### src/rtl/d_mem_arbiter.sv
// Two-port arbiter in front of the combinational data memory: one access per grant,
// serviced in a single SERVE cycle, round-robin or core-priority with a starvation guard.
module d_mem_arbiter #(
  parameter int AW           = 32,
  parameter int DW           = 32,
  parameter int PRIO_MODE    = 0,
  parameter int STARVE_LIMIT = 4
) (
  input  logic          CLK,
  input  logic          RST,
  input  logic          a_req,
  input  logic          a_we,
  input  logic [AW-1:0] a_addr,
  input  logic [DW-1:0] a_wdata,
  output logic          a_gnt,
  output logic          a_rvalid,
  output logic [DW-1:0] a_rdata,
  input  logic          b_req,
  input  logic          b_we,
  input  logic [AW-1:0] b_addr,
  input  logic [DW-1:0] b_wdata,
  output logic          b_gnt,
  output logic          b_rvalid,
  output logic [DW-1:0] b_rdata,
  output logic          MemRead,
  output logic          MemWrite,
  output logic [AW-1:0] Address,
  output logic [DW-1:0] WriteData,
  input  logic [DW-1:0] ReadData
);

  localparam int CW = $clog2(STARVE_LIMIT + 1);

  typedef enum logic {IDLE, SERVE} state_t;

  state_t        state;
  logic          owner;       // 0 = A, 1 = B
  logic          last_owner;  // 0 = A, 1 = B
  logic [CW-1:0] starve_cnt;
  logic          tie_to_a;

  // A tie goes to A when B owned last (round-robin) or while B is not yet starved.
  always_comb begin
    tie_to_a = 1'b0;
    if (PRIO_MODE == 0)
      tie_to_a = last_owner;
    else
      tie_to_a = (starve_cnt != CW'(STARVE_LIMIT));
    a_gnt = !RST && (state == IDLE) && a_req && (!b_req || tie_to_a);
    b_gnt = !RST && (state == IDLE) && b_req && (!a_req || !tie_to_a);
  end

  always_ff @(posedge CLK) begin
    if (RST) begin
      state      <= IDLE;
      owner      <= 1'b0;
      last_owner <= 1'b1;
      starve_cnt <= '0;
      a_rvalid   <= 1'b0;
      b_rvalid   <= 1'b0;
      a_rdata    <= '0;
      b_rdata    <= '0;
      MemRead    <= 1'b0;
      MemWrite   <= 1'b0;
      Address    <= '0;
      WriteData  <= '0;
    end else begin
      a_rvalid <= 1'b0;
      b_rvalid <= 1'b0;
      case (state)
        IDLE: begin
          if (a_gnt || b_gnt) begin
            owner      <= b_gnt;
            last_owner <= b_gnt;
            Address    <= b_gnt ? b_addr  : a_addr;
            WriteData  <= b_gnt ? b_wdata : a_wdata;
            MemWrite   <= b_gnt ? b_we    : a_we;
            MemRead    <= b_gnt ? !b_we   : !a_we;
            state      <= SERVE;
            if (a_gnt && b_req) begin
              if (starve_cnt != CW'(STARVE_LIMIT))
                starve_cnt <= starve_cnt + 1'b1;
            end else begin
              starve_cnt <= '0;
            end
          end
        end
        SERVE: begin
          // MemRead still marks a load here, so only loads overwrite rdata.
          MemRead  <= 1'b0;
          MemWrite <= 1'b0;
          state    <= IDLE;
          if (owner) begin
            b_rvalid <= 1'b1;
            if (MemRead) b_rdata <= ReadData;
          end else begin
            a_rvalid <= 1'b1;
            if (MemRead) a_rdata <= ReadData;
          end
        end
        default: state <= IDLE;
      endcase
    end
  end

endmodule
### config.mk
export PLATFORM = sky130hd
export DESIGN_NAME = d_mem_arbiter
export DESIGN_NICKNAME = d
export VERILOG_FILES = /design/src/rtl/d_mem_arbiter.sv
export SDC_FILE = /design/constraint.sdc
export NUM_CORES = 1
export LEC_CHECK = 0
export ABC_AREA = 1
export BUFFER_PORTS_ARGS = -buffer_cell sky130_fd_sc_hd__buf_2
export CAP_MARGIN = 5
export CORE_UTILIZATION = 45
export CTS_CLUSTER_DIAMETER = 100
export DETAILED_ROUTE_END_ITERATION = 7
export GPL_TIMING_DRIVEN = 0
export PLACE_DENSITY_LB_ADDON = 0.05
export SLEW_MARGIN = 15
export SYNTH_ARGS = -nofsm -noshare
export SYNTH_HDL_FRONTEND = slang
export SYNTH_SLANG_ARGS = --single-unit
### constraint.sdc
create_clock -name CLK -period 3.6 [get_ports CLK]
set_input_delay 0.72 -clock CLK [delete_from_list [all_inputs] [get_ports CLK]]
set_output_delay 0.72 -clock CLK [all_outputs]
set_load 0.03 [all_outputs]
Word-level counts from Yosys, hierarchy flattened
Index checks and enable logic that the tools add are counted.

storage, ports and cells
  output and inout port bits = 134
  input port bits = 166
  flip-flop bits (word level) = 135
  word-level logic and storage cells = 44

cells by class
  equal/unequal tests = 1
  bitwise operators = 2
  mux-type cells = 12
  reduce and logical (&&, ||, !) cells = 18

operators with widths
  cell                                                    number
  two-way mux 32 bit                                      2
  two-way mux 1 bit                                       7
  logical NOT 1 bit                                       6
  one-hot mux 1 bit (2 select lines)                      3
  AND reduction 3 bit                                     2
  logical AND 1 bit                                       5
  logical OR 1 bit                                        3
  inequality test 2 x 1 -> 1 bit (second input constant)  1
  NOT 1 bit                                               2
  AND reduction 2 bit                                     1
  OR reduction 2 bit                                      1

Longest topological paths before layout
  depth in word-level cells = 7
  depth in mapped cells = 8
  depth with buffers taken out = 6

Least setup slack after synthesis
Ideal clock, no wire load.

  kind = input -> output
  start = input port b_req
  end = output port a_gnt
  data required time = 2,880 ps
  stages = 6
  path buffers = 3
  setup slack = 939 ps
  arrival time = 1,941 ps
  path through = buf_4 > buf_4 > buf_2 > inv_1 > o21ai_0 > nor3_1

between the ends
  word-level cells in the longest chain between the ends = 3

RTL lines
  what               RTL line  RTL
  start, declared    18        input logic b_req,
  logical NOT 1 bit  49        a_gnt = !RST && (state == IDLE) && a_req && (!b_req || tie_to_a);
  logical OR 1 bit   49
  logical AND 1 bit  49
  end, declared      15        output logic a_gnt,

No other way between the ends.

Worst setup path after layout
  start = input port a_req
  end = output port b_gnt

between the ends
  word-level cells in the longest chain between the ends = 3

RTL lines
  what               RTL line  RTL
  start, declared    11        input logic a_req,
  logical NOT 1 bit  50        b_gnt = !RST && (state == IDLE) && b_req && (!a_req || !tie_to_a);
  logical OR 1 bit   50
  logical AND 1 bit  50
  end, declared      22        output logic b_gnt,

No other way between the ends.

==> flow_summary.json <==
{
  "p_clk_share_pct": 43.3,
  "antenna_found_initial": 1,
  "drc_errors": 0,
  "path_class": "input port to primary output",
  "slew_headroom_pct": 54.8,
  "clkTransAtPathRegs_ns": 0.06,
  "start_util_pct": 46.1,
  "period_minus_slack_ns": 2.64,
  "power.leakage_nw": 4.56,
  "final_area_um2": 8410,
  "hold-path-endpoint": "b_rdata[11]$_SDFFE_PP0P_",
  "fin_ws_ns": 0.960,
  "grt-ovfl-total": 0,
  "hold_depth": 2,
  "ys_top_cells_by_area": "dfxtp_1 (44%), nand2_1 (10%), inv_1 (8.3%)",
  "instances_no_fill": 1389,
  "drtIter0Drc": 361,
  "synthesis.instances": 882,
  "synth_area_um2": 6080,
  "grt_max_degree": 17,
  "finalHoldViolCount": 0,
  "synthToLayoutAreaGrowth_pct": 38.1,
  "cts_resized": 0,
  "synth_fa_ha_area_share_pct": 0,
  "drive_above_1_share_pct": 31.1,
  "slew_violations": 0,
  "critPathArrivalTime_ns": 1.92,
  "ff2ff_setup_slack_ns": 2.06,
  "nNetsFinal": 1365,
  "hold_path_class": "flop to flop",
  "tightest_slew_ns": 0.679,
  "fmax_ghz": 0.379,
  "yosysTopAreaCell": "dfxtp_1",
  "hold_buffers": 0,
  "synth_top_family_by_area": "simple AND/OR/NAND/NOR gates",
  "pre_cts_ws_ns": 0.966,
  "placed_cells": 1356,
  "rsz0062_at_grt": "no",
  "grt_pass1_vias": 6297,
  "yosysMostFrequentCell": "nand2_1",
  "synth.top_cell.area_share_pct": 44.4,
  "cts_tree": "built",
  "cts-root-buf": "clkbuf_16",
  "synth-simple-area-share_pct": 29.9,
  "dp_hpwl_um": 14500,
  "finClkSkew_ns": 0.00931,
  "fill_cells": 1305,
  "peakVddDrop_v": 0.000262,
  "synth_edf_count": 0,
  "tns_ns": 0,
  "finalCritPeriodShare_pct": 73.3,
  "gp_congestion": 0.870,
  "sw_frac_of_total_pct": 28.6,
  "die_area_um2": 14000,
  "crit_fanout": 10,
  "synth_xor_area_share_pct": 0,
  "synthArstFlopShare_pct": 0,
  "grt_pass1_wl_um": 31100,
  "multi_input_area_um2": 2490,
  "syn_nets": 1048,
  "seq_power_share_pct": 39.2,
  "wire_per_inst_um": 14.1,
  "drt_first_pass_iters": 5,
  "synth_common_cells": "nand2_1 (170), dfxtp_1 (135), inv_1 (134)",
  "die_w_um": 118,
  "ant_nets": 0,
  "critical_path.endpoint_type": "primary output",
  "powerDensity_nw_per_um2": 490,
  "drv_cap": 0,
  "ys_warn_count": 0,
  "r2r-end": "Address[24]$_SDFFE_PP0P_",
  "synth_cell_types": 20,
  "startpoint_type": "input port",
  "vias": 6809,
  "status": "complete, no violations",
  "cts_max_level": 4,
  "synth_seq_cells": 135,
  "synth_compound_gate_area_share_pct": 11.0,
  "clockBufferDepth": 2,
  "syn_area_per_cell_um2": 6.90,
  "reg2regPathDepth": 7,
  "core_area_um2": 13200,
  "whs_ns": 0.459,
  "pin_count": 300,
  "fp-row-count": 42,
  "synth_flop_cell": "dfxtp_1",
  "internal_power_w": 0.00294,
  "comb_power_share_pct": 17.4,
  "synth_mux_area_share_pct": 0,
  "timing.rr.start": "last_owner$_SDFFE_PP1P_",
  "synth-seq-area-share_pct": 44.4,
  "routed_wl_um": 19500,
  "insertion_delay_ns": 0.42,
  "hp-start": "b_rdata[11]$_SDFFE_PP0P_",
  "vias_per_cell": 4.90,
  "dpl_cell_area_um2": 7800,
  "cts.repair_timing.setup_buffer_count": 0,
  "clock_sinks": 135,
  "ff_latch_area_um2": 2700,
  "track_usage_pct": 27.9,
  "numCtsBuffers": 17,
  "p_switching_w": 0.00118,
  "port_buffers": 298,
  "die_h_um": 118,
  "setup_viol": 0,
  "cp.required_ns": 2.88
}
## area by class of cell
cell class              count  area share [%]
clock inverters            12            1.79
diodes                      1          0.0298
plain buffers              73            4.41
multi-input cells         536            29.7
inverters                 138            6.16
flip-flops and latches    135            32.2
clock buffers              20            5.43
repair buffers            298            17.7
well taps                 176            2.62
## how the worst max path moves through the flow
stage / from / endpoint / cells past startpoint
2_1_floorplan: b_req / a_gnt / 6
3_3_place_gp: RST / a_gnt / 5
3_5_place_dp: RST / a_gnt / 5
4_1_cts: a_req / b_gnt / 6
5_1_grt: a_req / b_gnt / 6
6_report: a_req / b_gnt / 6
## stage by stage
stage / util (%) / total power (W)
floorplan: - / 0.00210
global placement: 59.1 / 0.00236
detailed placement: 59.1 / 0.00236
CTS: 63.7 / 0.00414
global route: 63.7 / 0.00429
finish: 63.7 / 0.00412
## power by group through the flow
| stage | logic, W | clock network (W) | registers, W |
|---|---|---|---|
| floorplan | 0.000294 | 0 | 0.00180 |
| global placement | 0.000713 | 0 | 0.00164 |
| detailed placement | 0.000715 | 0 | 0.00165 |
| CTS | 0.000719 | 0.00181 | 0.00162 |
| global route | 0.000786 | 0.00188 | 0.00162 |
| finish | 0.000718 | 0.00179 | 0.00162 |
## state kept, by name, indices dropped and copies added, names as in the netlist, 32 cells and up
signal     count
Address       32
WriteData     32
a_rdata       32
b_rdata       32
## worst max-delay path, stage by stage
cell and delay (ns):
buf_2 0.12, nand2_1 0.10, nand3_2 0.14, clkbuf_1 0.54, inv_1 0.09, buf_2 0.20
## routing by layer
metal	up-vias	global-route usage [%]	wire, µm
li1	3474	-	-
met1	3022	32.6	8060
met2	275	47.8	9390
met3	38	7.00	1520
met4	0	13.1	556
met5	-	0	0
## kinds of logic after synthesis
group                  after synthesis
AOI/OAI and AO/OA                  132
DFF                                135
buffers and inverters              211
and+or+nand+nor                    404
## placed cells by master, fill, tap and decap left out
cell | netlist | layout
inv_1 | 134 | 134
nor3_1 | 2 | 2
buf_1 | 5 | 5
buf_4 | 11 | 11
o21ai_0 | 5 | 5
nand2_1 | 170 | 170
clkbuf_1 | 28 | 29
buf_2 | 26 | 324
clkinvlp_4 | 0 | 3
nand3_2 | 1 | 1
nor2_2 | 1 | 1
inv_2 | 4 | 4
clkbuf_8 | 0 | 2
clkinv_2 | 0 | 4
buf_6 | 3 | 3
inv_6 | 0 | 1
a21oi_1 | 98 | 98
bufinv_16 | 0 | 3
diode_2 | 0 | 1
dfxtp_1 | 135 | 135
o21ai_1 | 28 | 28
nand4_1 | 65 | 65
nor2_4 | 1 | 1
nor2_1 | 65 | 65
nand3_1 | 99 | 99
clkinv_4 | 0 | 1
o21ai_4 | 1 | 1
clkbuf_16 | 0 | 17
Power figures use the tool's default switching activity.
